===== src/rtl/uart_resp_pkg.sv =====
// Shared opcodes, response codes and state types for the UART register responder.
package uart_resp_pkg;
  localparam logic [7:0] OP_WRITE = 8'h57;
  localparam logic [7:0] OP_READ  = 8'h52;
  localparam logic [7:0] RSP_ACK  = 8'h06;
  localparam logic [7:0] RSP_NAK  = 8'h15;
  localparam int         NUM_REGS = 16;

  typedef enum logic [2:0] {
    IDLE, GET_ADDR, GET_DATA, EXEC, SEND, WAIT_TX
  } cmd_state_t;

  typedef enum logic [2:0] {
    RX_IDLE, RX_START, RX_DATA, RX_PAR, RX_STOP
  } rx_state_t;
endpackage


===== src/rtl/uart_reg_responder_if.sv =====
// Serial link and status signals of the UART register responder.
// slave: the responder itself; master: whoever drives rx and observes the rest.
interface uart_reg_responder_if;
  logic       rx;
  logic       tx;
  logic       busy;
  logic       cmd_done;
  logic       cmd_err;
  logic       frame_err;
  logic [7:0] reg0_out;

  modport slave  (input rx, output tx, busy, cmd_done, cmd_err, frame_err, reg0_out);
  modport master (output rx, input tx, busy, cmd_done, cmd_err, frame_err, reg0_out);
endinterface


===== src/rtl/uart_resp_phy.sv =====
// UART physical layer: rx synchronizer, deserializer and serializer.
// 8N1 by default; defining UART_RESP_PARITY_EN switches both directions to 8E1.
module uart_resp_phy #(
  parameter int CLKS_PER_BIT = 104
) (
  input  logic       clk,
  input  logic       rst,
  input  logic       rx,
  output logic       tx,
  output logic [7:0] rx_byte,
  output logic       rx_valid,
  output logic       frame_err,
  input  logic [7:0] tx_byte,
  input  logic       tx_load,
  output logic       tx_busy,
  output logic       tx_done
);
  import uart_resp_pkg::*;

  localparam int CNT_W = $clog2(CLKS_PER_BIT + 1);
  localparam logic [CNT_W-1:0] BIT_LAST  = CNT_W'(CLKS_PER_BIT - 1);
  localparam logic [CNT_W-1:0] HALF_LAST = CNT_W'(CLKS_PER_BIT / 2 - 1);
`ifdef UART_RESP_PARITY_EN
  localparam int FRAME_W = 11;
`else
  localparam int FRAME_W = 10;
`endif
  localparam logic [3:0] TX_LAST = 4'(FRAME_W - 1);

  logic             rx_meta, rx_sync, rx_prev;
  rx_state_t        rx_state;
  logic [CNT_W-1:0] rx_cnt;
  logic [2:0]       rx_bit;
  logic [7:0]       rx_shift;
  logic             par_ok;
  logic [CNT_W-1:0] tx_cnt;
  logic [3:0]       tx_bit;
  logic [FRAME_W-2:0] tx_sh;

`ifdef UART_RESP_PARITY_EN
  logic rx_par;
  assign par_ok = ((^rx_shift) == rx_par);
`else
  assign par_ok = 1'b1;
`endif

  // Two-flop synchronizer plus one delayed copy for falling-edge detection.
  always_ff @(posedge clk) begin
    if (rst) begin
      rx_meta <= 1'b1;
      rx_sync <= 1'b1;
      rx_prev <= 1'b1;
    end else begin
      rx_meta <= rx;
      rx_sync <= rx_meta;
      rx_prev <= rx_sync;
    end
  end

  // Receiver: validate start at mid-bit, then sample every bit period at its centre.
  always_ff @(posedge clk) begin
    if (rst) begin
      rx_state  <= RX_IDLE;
      rx_cnt    <= '0;
      rx_bit    <= '0;
      rx_valid  <= 1'b0;
      frame_err <= 1'b0;
    end else begin
      rx_valid  <= 1'b0;
      frame_err <= 1'b0;
      case (rx_state)
        RX_IDLE: begin
          if (rx_prev && !rx_sync) begin
            rx_cnt   <= '0;
            rx_state <= RX_START;
          end
        end
        RX_START: begin
          if (rx_cnt == HALF_LAST) begin
            rx_cnt   <= '0;
            rx_bit   <= '0;
            rx_state <= rx_sync ? RX_IDLE : RX_DATA;
          end else begin
            rx_cnt <= rx_cnt + CNT_W'(1);
          end
        end
        RX_DATA: begin
          if (rx_cnt == BIT_LAST) begin
            rx_cnt   <= '0;
            rx_shift <= {rx_sync, rx_shift[7:1]};
            rx_bit   <= rx_bit + 3'd1;
            if (rx_bit == 3'd7) begin
`ifdef UART_RESP_PARITY_EN
              rx_state <= RX_PAR;
`else
              rx_state <= RX_STOP;
`endif
            end
          end else begin
            rx_cnt <= rx_cnt + CNT_W'(1);
          end
        end
`ifdef UART_RESP_PARITY_EN
        RX_PAR: begin
          if (rx_cnt == BIT_LAST) begin
            rx_cnt   <= '0;
            rx_par   <= rx_sync;
            rx_state <= RX_STOP;
          end else begin
            rx_cnt <= rx_cnt + CNT_W'(1);
          end
        end
`endif
        RX_STOP: begin
          if (rx_cnt == BIT_LAST) begin
            rx_cnt   <= '0;
            rx_state <= RX_IDLE;
            if (rx_sync && par_ok) begin
              rx_valid <= 1'b1;
              rx_byte  <= rx_shift;
            end else begin
              frame_err <= 1'b1;
            end
          end else begin
            rx_cnt <= rx_cnt + CNT_W'(1);
          end
        end
        default: rx_state <= RX_IDLE;
      endcase
    end
  end

  // Transmitter: start bit goes out on load, the rest of the frame shifts out of tx_sh.
  always_ff @(posedge clk) begin
    if (rst) begin
      tx      <= 1'b1;
      tx_busy <= 1'b0;
      tx_cnt  <= '0;
      tx_bit  <= '0;
    end else if (!tx_busy) begin
      if (tx_load) begin
        tx_busy <= 1'b1;
        tx      <= 1'b0;
        tx_cnt  <= '0;
        tx_bit  <= '0;
`ifdef UART_RESP_PARITY_EN
        tx_sh   <= {1'b1, ^tx_byte, tx_byte};
`else
        tx_sh   <= {1'b1, tx_byte};
`endif
      end
    end else if (tx_cnt == BIT_LAST) begin
      tx_cnt <= '0;
      if (tx_bit == TX_LAST) begin
        tx_busy <= 1'b0;
        tx      <= 1'b1;
      end else begin
        tx_bit <= tx_bit + 4'd1;
        tx     <= tx_sh[0];
        tx_sh  <= {1'b1, tx_sh[FRAME_W-2:1]};
      end
    end else begin
      tx_cnt <= tx_cnt + CNT_W'(1);
    end
  end

  assign tx_done = tx_busy && (tx_cnt == BIT_LAST) && (tx_bit == TX_LAST);
endmodule


===== src/rtl/uart_reg_responder.sv =====
// Far-end UART peer: executes 'W' addr data / 'R' addr commands on a 16x8
// register file and answers ACK, NAK or the read byte.
// Optional 8E1 framing when UART_RESP_PARITY_EN is defined (handled in the phy).
module uart_reg_responder #(
  parameter int CLK_FREQ     = 1000000,
  parameter int BAUD         = 9600,
  parameter int TIMEOUT_BITS = 20
) (
  input logic clk,
  input logic rst,
  uart_reg_responder_if.slave bus
);
  import uart_resp_pkg::*;

  localparam int CLKS_PER_BIT = CLK_FREQ / BAUD;
  localparam int TMO_CLKS     = TIMEOUT_BITS * CLKS_PER_BIT;
  localparam int TMO_W        = $clog2(TMO_CLKS + 1);
  localparam logic [TMO_W-1:0] TMO_LOAD = TMO_W'(TMO_CLKS - 1);

  logic [7:0]       rx_byte;
  logic             rx_valid, frame_err, tx_line, tx_busy, tx_done, tx_load;
  cmd_state_t       state;
  logic [7:0]       op, addr, data, rsp;
  logic             busy, cmd_done, cmd_err;
  logic [7:0]       regs [NUM_REGS];
  logic [TMO_W-1:0] tmo;

  uart_resp_phy #(.CLKS_PER_BIT(CLKS_PER_BIT)) u_phy (
    .clk      (clk),
    .rst      (rst),
    .rx       (bus.rx),
    .tx       (tx_line),
    .rx_byte  (rx_byte),
    .rx_valid (rx_valid),
    .frame_err(frame_err),
    .tx_byte  (rsp),
    .tx_load  (tx_load),
    .tx_busy  (tx_busy),
    .tx_done  (tx_done)
  );

  assign tx_load = (state == SEND) && !tx_busy;

  // Command FSM with inter-byte timeout and register file.
  always_ff @(posedge clk) begin
    if (rst) begin
      state    <= IDLE;
      busy     <= 1'b0;
      cmd_done <= 1'b0;
      cmd_err  <= 1'b0;
      tmo      <= '0;
      for (int i = 0; i < NUM_REGS; i++) regs[i] <= '0;
    end else begin
      cmd_done <= 1'b0;
      cmd_err  <= 1'b0;
      case (state)
        IDLE: begin
          if (rx_valid) begin
            busy <= 1'b1;
            if (rx_byte == OP_WRITE || rx_byte == OP_READ) begin
              op    <= rx_byte;
              tmo   <= TMO_LOAD;
              state <= GET_ADDR;
            end else begin
              rsp     <= RSP_NAK;
              cmd_err <= 1'b1;
              state   <= SEND;
            end
          end
        end
        GET_ADDR, GET_DATA: begin
          if (rx_valid) begin
            tmo <= TMO_LOAD;
            if (state == GET_ADDR) begin
              addr  <= rx_byte;
              state <= (op == OP_WRITE) ? GET_DATA : EXEC;
            end else begin
              data  <= rx_byte;
              state <= EXEC;
            end
          end else if (tmo == '0) begin
            state   <= IDLE;
            busy    <= 1'b0;
            cmd_err <= 1'b1;
          end else begin
            tmo <= tmo - TMO_W'(1);
          end
        end
        EXEC: begin
          state <= SEND;
          if (addr >= 8'(NUM_REGS)) begin
            rsp     <= RSP_NAK;
            cmd_err <= 1'b1;
          end else if (op == OP_WRITE) begin
            regs[addr[3:0]] <= data;
            rsp             <= RSP_ACK;
          end else begin
            rsp <= regs[addr[3:0]];
          end
        end
        SEND: begin
          if (!tx_busy) state <= WAIT_TX;
        end
        WAIT_TX: begin
          if (tx_done) begin
            cmd_done <= 1'b1;
            busy     <= 1'b0;
            state    <= IDLE;
          end
        end
        default: state <= IDLE;
      endcase
    end
  end

  assign bus.tx        = tx_line;
  assign bus.busy      = busy;
  assign bus.cmd_done  = cmd_done;
  assign bus.cmd_err   = cmd_err;
  assign bus.frame_err = frame_err;
  assign bus.reg0_out  = regs[0];
endmodule


===== src/flat_wrapper.sv =====
// flat-port wrapper written by rule: the top's interface ports become plain ports
module uart_reg_responder_flat import uart_resp_pkg::*;
#(
  parameter int CLK_FREQ     = 1000000,
  parameter int BAUD         = 9600,
  parameter int TIMEOUT_BITS = 20
)
  (clk, rst, bus_rx, bus_tx, bus_busy, bus_cmd_done, bus_cmd_err, bus_frame_err, bus_reg0_out);
  uart_reg_responder_if bus_i ();
  input logic clk;
  input logic rst;
  input wire logic [$bits(bus_i.rx)-1:0] bus_rx;
  output wire logic [$bits(bus_i.tx)-1:0] bus_tx;
  output wire logic [$bits(bus_i.busy)-1:0] bus_busy;
  output wire logic [$bits(bus_i.cmd_done)-1:0] bus_cmd_done;
  output wire logic [$bits(bus_i.cmd_err)-1:0] bus_cmd_err;
  output wire logic [$bits(bus_i.frame_err)-1:0] bus_frame_err;
  output wire logic [$bits(bus_i.reg0_out)-1:0] bus_reg0_out;
  assign bus_i.rx = bus_rx;
  assign bus_tx = bus_i.tx;
  assign bus_busy = bus_i.busy;
  assign bus_cmd_done = bus_i.cmd_done;
  assign bus_cmd_err = bus_i.cmd_err;
  assign bus_frame_err = bus_i.frame_err;
  assign bus_reg0_out = bus_i.reg0_out;
  uart_reg_responder #(.CLK_FREQ(CLK_FREQ), .BAUD(BAUD), .TIMEOUT_BITS(TIMEOUT_BITS)) u_core (.clk(clk), .rst(rst), .bus(bus_i));
endmodule

===== config.mk =====
export PLATFORM = sky130hd
export DESIGN_NAME = uart_reg_responder_flat
export DESIGN_NICKNAME = d
export VERILOG_FILES = /design/src/rtl/uart_resp_pkg.sv /design/src/rtl/uart_reg_responder_if.sv /design/src/rtl/uart_resp_phy.sv /design/src/rtl/uart_reg_responder.sv /design/src/flat_wrapper.sv
export SDC_FILE = /design/constraint.sdc
export NUM_CORES = 1
export LEC_CHECK = 0
export BUFFER_PORTS_ARGS = -buffer_cell sky130_fd_sc_hd__buf_4
export CAP_MARGIN = 20
export CORE_MARGIN = 2
export CORE_UTILIZATION = 55
export CTS_CLUSTER_SIZE = 40
export DETAILED_ROUTE_END_ITERATION = 10
export PLACE_DENSITY = 0.74
export SLEW_MARGIN = 10
export SYNTH_ARGS = -nofsm -noshare
export SYNTH_HDL_FRONTEND = slang
export SYNTH_SLANG_ARGS = --single-unit
export TNS_END_PERCENT = 10

===== constraint.sdc =====
create_clock -name clk -period 3.4 [get_ports clk]
set_clock_uncertainty 0.15 [all_clocks]
set_input_delay 0.17 -clock clk [delete_from_list [all_inputs] [get_ports clk]]
set_output_delay 0.17 -clock clk [all_outputs]
set_load 0.05 [all_outputs]

==> qor.yml, run 1 <==
outcome:
  status: "finished clean"
critical_path:
  crit_arrival_ns: 2.96
  worstPathRequired_ns: 3.48
  critical_path_class: "reg -> reg"
  critical_path.max_fanout: 18
  startpoint_type: "flop"
  end_kind: "flop"
sta:
  clock.fmax_mhz: 346.5
  slew_headroom_pct: 34.86
  period_needed_ns: 2.886
  setup_viol: 0
  hold_viol_final: 0
  rsz0062_at_grt: "no"
  worst_slack_ns: 0.5141
  setup_tns_ns: 0
  layout_worst_path_cycle_share_pct: 84.88
  worst_pin_slew_ns: 0.9760
  slew_viol_final: 0
drt:
  wl_met3_um: 2212
  avgRoutedWirePerCell_um: 21.34
  highest_layer: "met5"
  avgViaCountPerCell: 6.120
  drt_iter0_markers: 917
  ant_nets: 0
  met1_length_um: 9564
  num_vias: 6818
  totalWireLength_um: 23780
  firstDrtPassIters: 5
  met2RoutedLength_um: 11350
  drc: 0
yosys:
  synth_area_um2: 10670
  postSynthAreaPerCell_um2: 13.24
  synth_ff_type: "edfxtp_1"
  synth-simple-area-share_pct: 16.07
  synthCells: 806
  async_flop_share_pct: 0
  synth_xor_area_share_pct: 0.7269
  synth_seq_area_share_pct: 61.72
  synthAdderAreaFrac_pct: 1.043
  ys_seq_elements: 237
  ys_types: 70
  ys_warn_count: 0
  synth_mux_area_share_pct: 9.567
  synth_top_family_by_area: "simple AND/OR/NAND/NOR gates"
  synth_edf_count: 184
  synth_nets: 817
  synth-compound-area-share_pct: 7.340
floorplanning:
  initial_core_util_pct: 56.48
  fp.dieH_um: 143.3
  coreArea_um2: 18890
  dieWidth_um: 143.3
  dieArea_um2: 20530
  io_pins: 16
  num_rows: 50
final_layout:
  area_growth_pct: 10.60
  multi_input_area_um2: 3709
  final_common_cell: "edfxtp_1"
  design_area_um2: 11800
  seq_area_um2: 6588
  nets: 846
  stdcell_count: 1114
  nFillCells: 1438
  most-common-layout-cells: "edfxtp_1 (184), nor2_1 (159), dfxtp_1 (52), buf_4 (47), nand2_1 (38)"
  antennaDiodeCount: 0
  layout-drive-gt1-share_pct: 18.97
cts:
  post_cts_buffers: 0
  cts_tree: "done"
  clock-sinks: 237
  clk-insertion-delay-late_ns: 0.53
  cts.path.max_buffers: 3
  cts_root_buf: "clkbuf_16"
  ctsResizeCount: 0
  ctsHtreeMaxLevel: 1
  clkTransAtPathRegs_ns: 0.06
  cts_made_buffers: 25
power_and_ir_drop:
  ir_worst_vdd_uv: 632.2
  total_power_uw: 7561
  leakage_uw: 0.003973
  power_density_nw_per_um2: 640.6
placed_design:
  gp_congestion: 0.8636
  port_buffers: 15
  place_area_um2: 11040
  dp_hpwl_um: 16400
  placedCellCount: 1067
  dpl_worst_slack_ns: 0.5673
worst_hold_path:
  hp-class: "in -> reg"
flow_run:
  drv_cap: 0
global_routing:
  grt_pass1_vias: 6625
  overflow: 0
  grt.total_usage_pct: 24.10
  grt_max_degree: 39
  grt_antenna_before_repair: 1
  grt_pass1_wl_um: 37390
==> cell families (layout without fill, tap and decap cells) <==
family          Yosys count  count (layout)
xor+xnor                  8               8
mux                      60              60
fa+ha+maj                 9               9
buf+inv                  64             112
flops                   237             237
compound gates          113             113
simple gates            315             315
==> Yosys cell counts (9+ instances only) <==
master / n / share of area [%]
a211oi_1: 11 / 0.77
a21oi_1: 20 / 0.94
buf_2: 10 / 0.47
buf_4: 9 / 0.63
buf_6: 12 / 1.3
clkbuf_1: 15 / 0.53
dfxtp_1: 53 / 9.9
edfxtp_1: 184 / 52
inv_1: 18 / 0.63
mux2_2: 12 / 1.3
mux2i_1: 15 / 1.4
mux4_2: 32 / 6.8
nand2_1: 38 / 1.3
nand3_1: 17 / 0.80
nor2_1: 159 / 5.6
nor2b_1: 12 / 0.70
o21ai_0: 27 / 1.3
o31ai_1: 9 / 0.63
==> sequential cells by signal, indices dropped and copies added, names as in the netlist, 3 cells and up, named ones only <==
| signal | cells |
|---|---|
| u_core.u_phy.tx_bit | 4 |
| u_core.u_phy.rx_shift | 8 |
| u_core.regs | 128 |
| u_core.u_phy.rx_state | 3 |
| u_core.u_phy.rx_bit | 3 |
| u_core.state | 3 |
| u_core.u_phy.rx_byte | 8 |
| u_core.tmo | 12 |
| u_core.u_phy.rx_cnt | 7 |
| u_core.rsp | 8 |
| u_core.u_phy.tx_sh | 8 |
| u_core.addr | 8 |
| u_core.data | 8 |
| u_core.u_phy.tx_cnt | 7 |
| u_core.op | 8 |
==> routing by layer <==
layer | global-route usage (%) | vias to the layer above
li1 | - | 3115
met1 | 33.14 | 3343
met2 | 38.48 | 310
met3 | 5.698 | 48
met4 | 7.637 | 2
met5 | 0 | -
==> per-stage QoR <==
stage	hold WS, ns	utilization, %
after global placement	0.2117	58.44
after global routing	0.06639	62.47
final	0.04016	62.47
after floorplan	0.1238	-
after CTS	0.02710	62.47
after detailed placement	0.2122	58.44
==> path summary, 6_finish.rpt <==
check	start	slack, ns	depth (start not counted)	endpoint
max	u_core.state[1]$_SDFFE_PP0P_	0.51	6	u_core.regs[11][4]$_SDFFCE_PN0P_
min reg2reg	u_core.u_phy.rx_meta$_SDFF_PP1_	0.26	1	u_core.u_phy.rx_sync$_SDFF_PP1_
min	rst	0.04	3	u_core.u_phy.tx_cnt[0]$_SDFFE_PP0N_
max reg2reg	u_core.state[1]$_SDFFE_PP0P_	0.51	6	u_core.regs[11][4]$_SDFFCE_PN0P_
==> area by class of cell <==
| cell class | instances | share of cell area (%) |
|---|---|---|
| flip-flops and latches | 237 | 55.81 |
| clock inverters | 16 | 0.8163 |
| inverters | 18 | 0.5725 |
| repair buffers | 48 | 3.074 |
| well taps | 260 | 2.756 |
| multi-input cells | 505 | 31.42 |
| clock buffers | 30 | 5.544 |
==> power by group <==
part,internal [uW],total [uW],switching [uW]
clock network,1380,2480,1100
logic,624,1610,982
registers,3280,3470,191
==> critical path, stage by stage, from the launching register on <==
cell and delay, ns:
dfxtp_1 0.61, and3b_1 0.29, and4_1 0.50, buf_4 0.27
nand4_4 0.26, o21ai_0 0.30, buf_4 0.21
==> repair_timing <==
action,CTS,global route
hold buffers,1,0
endpoints found under the hold margin,1,0
endpoints found under the setup margin,0,0
No activity file was read; power rests on OpenSTA's default activity.
==> run 2: changes to the inputs <==
- ABC_AREA: default -> 1
- PLACE_DENSITY: 0.74 -> 0.77
- clock period: 3.4 -> 2.5 ns (I/O delays scaled with it)
==> qor.yml, run 2 <==
outcome:
  status: "finished clean"
power_and_ir_drop:
  p_int_uw: 6969  # +32%
  netSwitchingPower_uw: 2509  # +10%
  power_density_nw_per_um2: 787.8  # +23%
  pwr-share-seq_pct: 48.1  # +2.2 points
  ir_worst_vdd_uv: 630.4  # -0.29%
  leakage_uw: 0.004824  # +21%
  switching_share_pct: 26.47  # -3.6 points
  combinationalPowerShare_pct: 14.5  # -6.7 points
  p_clk_share_pct: 37.4  # +4.6 points
sta:
  layout_worst_path_cycle_share_pct: 90.42  # +5.5 points
  setup_viol: 0  # unchanged
  setup_tns_ns: 0  # unchanged
  hold-worst-slack_ns: 0.2634  # +0.2232 ns
  clock.fmax_mhz: 442.4  # +28%
  hold_viol_final: 0  # unchanged
  period_needed_ns: 2.260  # -0.6254 ns
  worst_pin_slew_ns: 0.8634  # -0.1125 ns
  rsz0062_at_grt: "no"
  slew_viol_final: 0  # unchanged
  worst_slack_ns: 0.2395  # -0.2746 ns
  slew_headroom_pct: 42.37  # +7.5 points
cts:
  cts_tree: "done"
  cts_made_buffers: 24  # -4.0%
  cts_hold_buf: 3  # +2
  post_cts_buffers: 0  # unchanged
  clkTransAtPathRegs_ns: 0.07  # about the same
  clock-sinks: 237  # unchanged
  cts.path.max_buffers: 3  # unchanged
  ctsResizeCount: 0  # unchanged
  ctsHtreeMaxLevel: 1  # unchanged
  cts_root_buf: "clkbuf_16"
  clk-insertion-delay-late_ns: 0.53  # about the same
critical_path:
  crit_slowest_cell: "edfxtp_1"
  startpoint_type: "flop"
  slowest_delay_ns: 0.36  # -0.25 ns
  critPathBufInv: 1  # -1
  critical_path_class: "reg -> reg"
  worstPathRequired_ns: 2.53  # -0.95 ns
  end_kind: "flop"
  critical_path.max_fanout: 16  # -2
  path_common_cell: "nand2_1"
  crit_chain: "nor3_1 -> nand2_1 -> nor3_4 -> buf_12 -> nand4_4 -> nand2_1"
  crit_arrival_ns: 2.29  # -0.67 ns
  cp_top_family: "simple AND/OR/NAND/NOR gates"
floorplanning:
  coreArea_um2: 18890  # unchanged
  fp.dieH_um: 143.3  # about the same
  io_pins: 16  # unchanged
  dieArea_um2: 20520  # about the same
  initial_core_util_pct: 56.46  # about the same
  dieWidth_um: 143.3  # about the same
  num_rows: 50  # unchanged
yosys:
  synth_ff_type: "edfxtp_1"
  synth_nets: 1133  # +39%
  synth_area_um2: 10670  # about the same
  synth_edf_count: 184  # unchanged
  synth_common_cells: "nor2_1 (268), nand2_1 (216), edfxtp_1 (184)"
  yosys.area.top_type: "edfxtp_1"
  ys_seq_elements: 237  # unchanged
  ys_warn_count: 0  # unchanged
  ys_types: 37  # -47%
  post-synth-top-count-cell: "nor2_1"
  synthCells: 1122  # +39%
  async_flop_share_pct: 0  # unchanged
  synthTopCellsByArea: "edfxtp_1 (52%), dfxtp_1 (9.9%), nor2_1 (9.4%)"
  postSynthAreaPerCell_um2: 9.507  # -28%
  yosys.area.top_type_share_pct: 51.80  # about the same
  synth_seq_area_share_pct: 61.75  # about the same
drt:
  firstDrtPassIters: 8  # +3
  drt_iter0_markers: 781  # -15%
  avgViaCountPerCell: 5.609  # -8.3%
  totalWireLength_um: 24160  # +1.6%
  ant_nets: 0  # unchanged
  drc: 0  # unchanged
  num_vias: 8055  # +18%
  avgRoutedWirePerCell_um: 16.83  # -21%
final_layout:
  finish.utilization_pct: 63.68  # +1.2 points
  largest_reg_flops: 128  # unchanged
  reg_top3: "u_core.regs x128, u_core.tmo x12"
  antennaDiodeCount: 0  # unchanged
  most-common-layout-cells: "nor2_1 (268), nand2_1 (216), edfxtp_1 (184), o21ai_0 (78), inv_1 (73)"
  nFillCells: 1497  # +4.1%
  nets: 1169  # +38%
  multi_input_area_um2: 3592  # -3.1%
  stdcell_count: 1436  # +29%
  layout-drive-gt1-share_pct: 9.949  # -9.0 points
  final_common_cell: "nor2_1"
  area_growth_pct: 12.79
  seq_area_um2: 6588  # unchanged
  top_register: "u_core.regs"
global_routing:
  grt.total_usage_pct: 24.14  # +0.036 points
  overflow: 0  # unchanged
  grt_pass1_wl_um: 38370  # +2.6%
  grt_antenna_before_repair: 0  # -1
  grt_pass1_vias: 7560  # +14%
  grt_max_degree: 35  # -10%
worst_hold_path:
  hp-class: "reg -> reg"
placed_design:
  gp_congestion: 0.9232  # +6.9%
  port_buffers: 15  # unchanged
  dpl_worst_slack_ns: 0.2315  # -0.3358 ns
  placedCellCount: 1389  # +30%
  dp_hpwl_um: 15820  # -3.5%
flow_run:
  drv_cap: 0  # unchanged
[run 2: path summary, 6_finish.rpt]
path                                        start                          endpoint  slack, ns  depth (start not counted)
setup reg to reg           u_core.op[3]$_DFFE_PP_  u_core.regs[11][6]$_SDFFCE_PN0P_       0.24                          6
setup / recovery           u_core.op[3]$_DFFE_PP_  u_core.regs[11][6]$_SDFFCE_PN0P_       0.24                          6
hold / removal    u_core.u_phy.rx_meta$_SDFF_PP1_   u_core.u_phy.rx_sync$_SDFF_PP1_       0.26                          1
hold reg to reg   u_core.u_phy.rx_meta$_SDFF_PP1_   u_core.u_phy.rx_sync$_SDFF_PP1_       0.26                          1
[run 2: worst reg2reg max path: stages (launching register included)]
cell and delay [ns]:
edfxtp_1 0.36, nor3_1 0.22, nand2_1 0.22, nor3_4 0.25, buf_12 0.24, nand4_4 0.17
nand2_1 0.32
[run 2: metrics by stage]
stage / area (um2) / total power, uW
2_1_floorplan: 10670 / 5662
3_3_place_gp: 11220 / 5969
3_5_place_dp: 11220 / 5995
4_1_cts: 12030 / 9517
5_1_grt: 12030 / 9893
6_report: 12030 / 9478
[run 2: power groups by stage]
stage	Combinational, uW	Clock, uW	Sequential (uW)
finish	1370	3550	4560
detailed placement	1360	0	4640
CTS	1370	3590	4560
global placement	1340	0	4630
floorplan	969	0	4690
global route	1570	3750	4580
[run 2: logic make-up after synthesis]
family / Yosys count / share of synthesized area, %
XOR/XNOR: 5 / 0.4105
adder cells (fa/ha/maj): 8 / 0.9385
AO/OA/AOI/OAI: 150 / 7.730
flip-flops: 237 / 61.75
buffers and inverters: 123 / 4.575
AND/OR/NAND/NOR: 599 / 24.60
[run 2: metal layers]
layer,track usage (%),part of all wire (%)
met4,10.01,4.5
met3,5.097,8.3
met1,31.73,41
met2,39.23,46
met5,0,0
[run 2: area by class of cell]
type / instances / share of cell area (%)
sequential: 237 / 54.76
multi-input combinational: 762 / 29.86
clock buffer: 33 / 5.523
timing repair buffer: 56 / 3.765
tap: 260 / 2.704
inverter: 77 / 2.402
clock inverter: 11 / 0.9880
==> run 3: changes to the inputs <==
- PLACE_DENSITY: 0.77 -> 0.71
==> qor.yml, run 3 (synthesized netlist as in run 2, its figures left out) <==
outcome:
  status: "finished clean"
final_layout:
  final_common_cell: "nor2_1"
  layout-drive-gt1-share_pct: 10.42  # +0.47 points
  finish.utilization_pct: 63.99  # +0.31 points
  nets: 1173  # +0.34%
  most-common-layout-cells: "nor2_1 (268), nand2_1 (216), edfxtp_1 (184), o21ai_0 (78), inv_1 (73)"
  antennaDiodeCount: 0  # unchanged
  largest_reg_flops: 128  # unchanged
  reg_top3: "u_core.regs x128, u_core.tmo x12"
  area_growth_pct: 13.34
  top_register: "u_core.regs"
  nFillCells: 1528  # +2.1%
global_routing:
  grt_pass1_vias: 7602  # +0.56%
  grt_antenna_before_repair: 0  # unchanged
  grt.total_usage_pct: 24.02  # -0.11 points
  grt_pass1_wl_um: 38210  # -0.41%
  grt_max_degree: 68  # +94%
  overflow: 0  # unchanged
drt:
  totalWireLength_um: 23770  # -1.6%
  avgViaCountPerCell: 5.488  # -2.2%
  ant_nets: 0  # unchanged
  avgRoutedWirePerCell_um: 16.50  # -1.9%
  firstDrtPassIters: 5  # -3
  drt_iter0_markers: 610  # -22%
  num_vias: 7902  # -1.9%
  drc: 0  # unchanged
worst_hold_path:
  min_path_cells: 1  # unchanged
  hp-class: "reg -> reg"
floorplanning:
  dieWidth_um: 143.3  # unchanged
  initial_core_util_pct: 56.46  # unchanged
  dieArea_um2: 20520  # unchanged
  fp.dieH_um: 143.3  # unchanged
  num_rows: 50  # unchanged
  io_pins: 16  # unchanged
  coreArea_um2: 18890  # unchanged
sta:
  rsz0062_at_grt: "no"
  worst_pin_slew_ns: 0.8975  # +0.03406 ns
  setup_viol: 0  # unchanged
  clock.fmax_mhz: 450.8  # +1.9%
  worst_slack_ns: 0.2815  # +0.04198 ns
  setup_tns_ns: 0  # unchanged
  slew_viol_final: 0  # unchanged
  layout_worst_path_cycle_share_pct: 88.74  # -1.7 points
  hold-worst-slack_ns: 0.2731  # +0.009793 ns
  slew_headroom_pct: 40.10  # -2.3 points
  period_needed_ns: 2.219  # -0.04198 ns
  hold_viol_final: 0  # unchanged
placed_design:
  dpl_worst_slack_ns: 0.2968  # +0.06528 ns
  gp_congestion: 0.8898  # -3.6%
  dp_hpwl_um: 15700  # -0.71%
  port_buffers: 15  # unchanged
critical_path:
  crit_slowest_cell: "edfxtp_1"
  worstPathRequired_ns: 2.54  # about the same
  ff2ff_path_depth: 7  # +1
  crit_arrival_ns: 2.26  # -0.03 ns
  critical_path_class: "reg -> reg"
  path_common_cell: "nor3_4"
  slowest_delay_ns: 0.35  # about the same
  startpoint_type: "flop"
  end_kind: "flop"
  crit_chain: "or2_0 -> nor3_4 -> nand2_2 -> nor3_4 -> buf_12 -> nand4_4 -> nand2_1"
  critical_path.max_fanout: 16  # unchanged
cts:
  cts_root_buf: "clkbuf_16"
  cts_tree: "done"
  clkTransAtPathRegs_ns: 0.06  # about the same
  cts_made_buffers: 25  # +4.2%
  cts.path.max_buffers: 3  # unchanged
  ctsResizeCount: 0  # unchanged
  clock-sinks: 237  # unchanged
  clk-insertion-delay-late_ns: 0.52  # about the same
  ctsHtreeMaxLevel: 1  # unchanged
flow_run:
  drv_cap: 0  # unchanged
power_and_ir_drop:
  leakage_uw: 0.004856  # +0.65%
  power_density_nw_per_um2: 792.1  # +0.54%
  ir_worst_vdd_uv: 696.3  # +10%
-- run 3: cell types whose count changed in the layout (fill, tap and decap cells not counted), sizes merged --
| cell | before | now |
|---|---|---|
| buf | 53 | 56 |
| clkbuf | 33 | 35 |
| clkinv | 12 | 10 |
| clkinvlp | 1 | 2 |
-- run 3: what timing repair did --
item,CTS,global route
endpoints found under the hold margin,7,0
hold buffers,3,0
buffers inserted,0,0
setup endpoints to repair,0,0
-- run 3: layout make-up --
cell class              count  area [um2]  share of cell area, %
flip-flops and latches    237        6588                  54.49
multi-input cells         762        3592                  29.71
clock buffers              35       703.2                  5.817
repair buffers             59       488.0                  4.036
well taps                 260       325.3                  2.691
inverters                  77       289.0                  2.391
clock inverters            10       103.9                 0.8590
-- run 3: power breakdown --
group          leakage (uW)  internal, uW  switching, uW
registers           0.00225          4450            108
clock network      0.000394          2160           1460
logic               0.00221           469            929
-- run 3: path summary, 6_finish.rpt --
check | from | to | slack [ns]
max | u_core.addr[7]$_DFFE_PP_ | u_core.regs[11][4]$_SDFFCE_PN0P_ | 0.28
min reg2reg | u_core.u_phy.rx_meta$_SDFF_PP1_ | u_core.u_phy.rx_sync$_SDFF_PP1_ | 0.27
max reg2reg | u_core.addr[7]$_DFFE_PP_ | u_core.regs[11][4]$_SDFFCE_PN0P_ | 0.28
min | u_core.u_phy.rx_meta$_SDFF_PP1_ | u_core.u_phy.rx_sync$_SDFF_PP1_ | 0.27
-- run 3: per-layer routing --
layer	global-route usage (%)	up-vias	wire, um
li1	-	3863	-
met1	32.90	3646	10020
met2	38.60	325	10980
met3	3.555	68	1785
met4	10.11	0	987
met5	0	-	0
-- run 3: critical path, delay by kind of cell, from the launching register on --
| family | cells | cell delay [ns] |
|---|---|---|
| buffers and inverters | 1 | 0.24 |
| AND/OR/NAND/NOR | 6 | 1.14 |
| flip-flops | 1 | 0.35 |
-- run 3: stage by stage --
| step | total power, uW | std cells | cell area (um2) |
|---|---|---|---|
| global placement | 6010 | 1392 | 11250 |
| global route | 10010 | 1440 | 12090 |
| CTS | 9632 | 1440 | 12090 |
| detailed placement | 6026 | 1392 | 11250 |
| floorplan | 5662 | 1122 | 10670 |
| finish | 9575 | 1440 | 12090 |
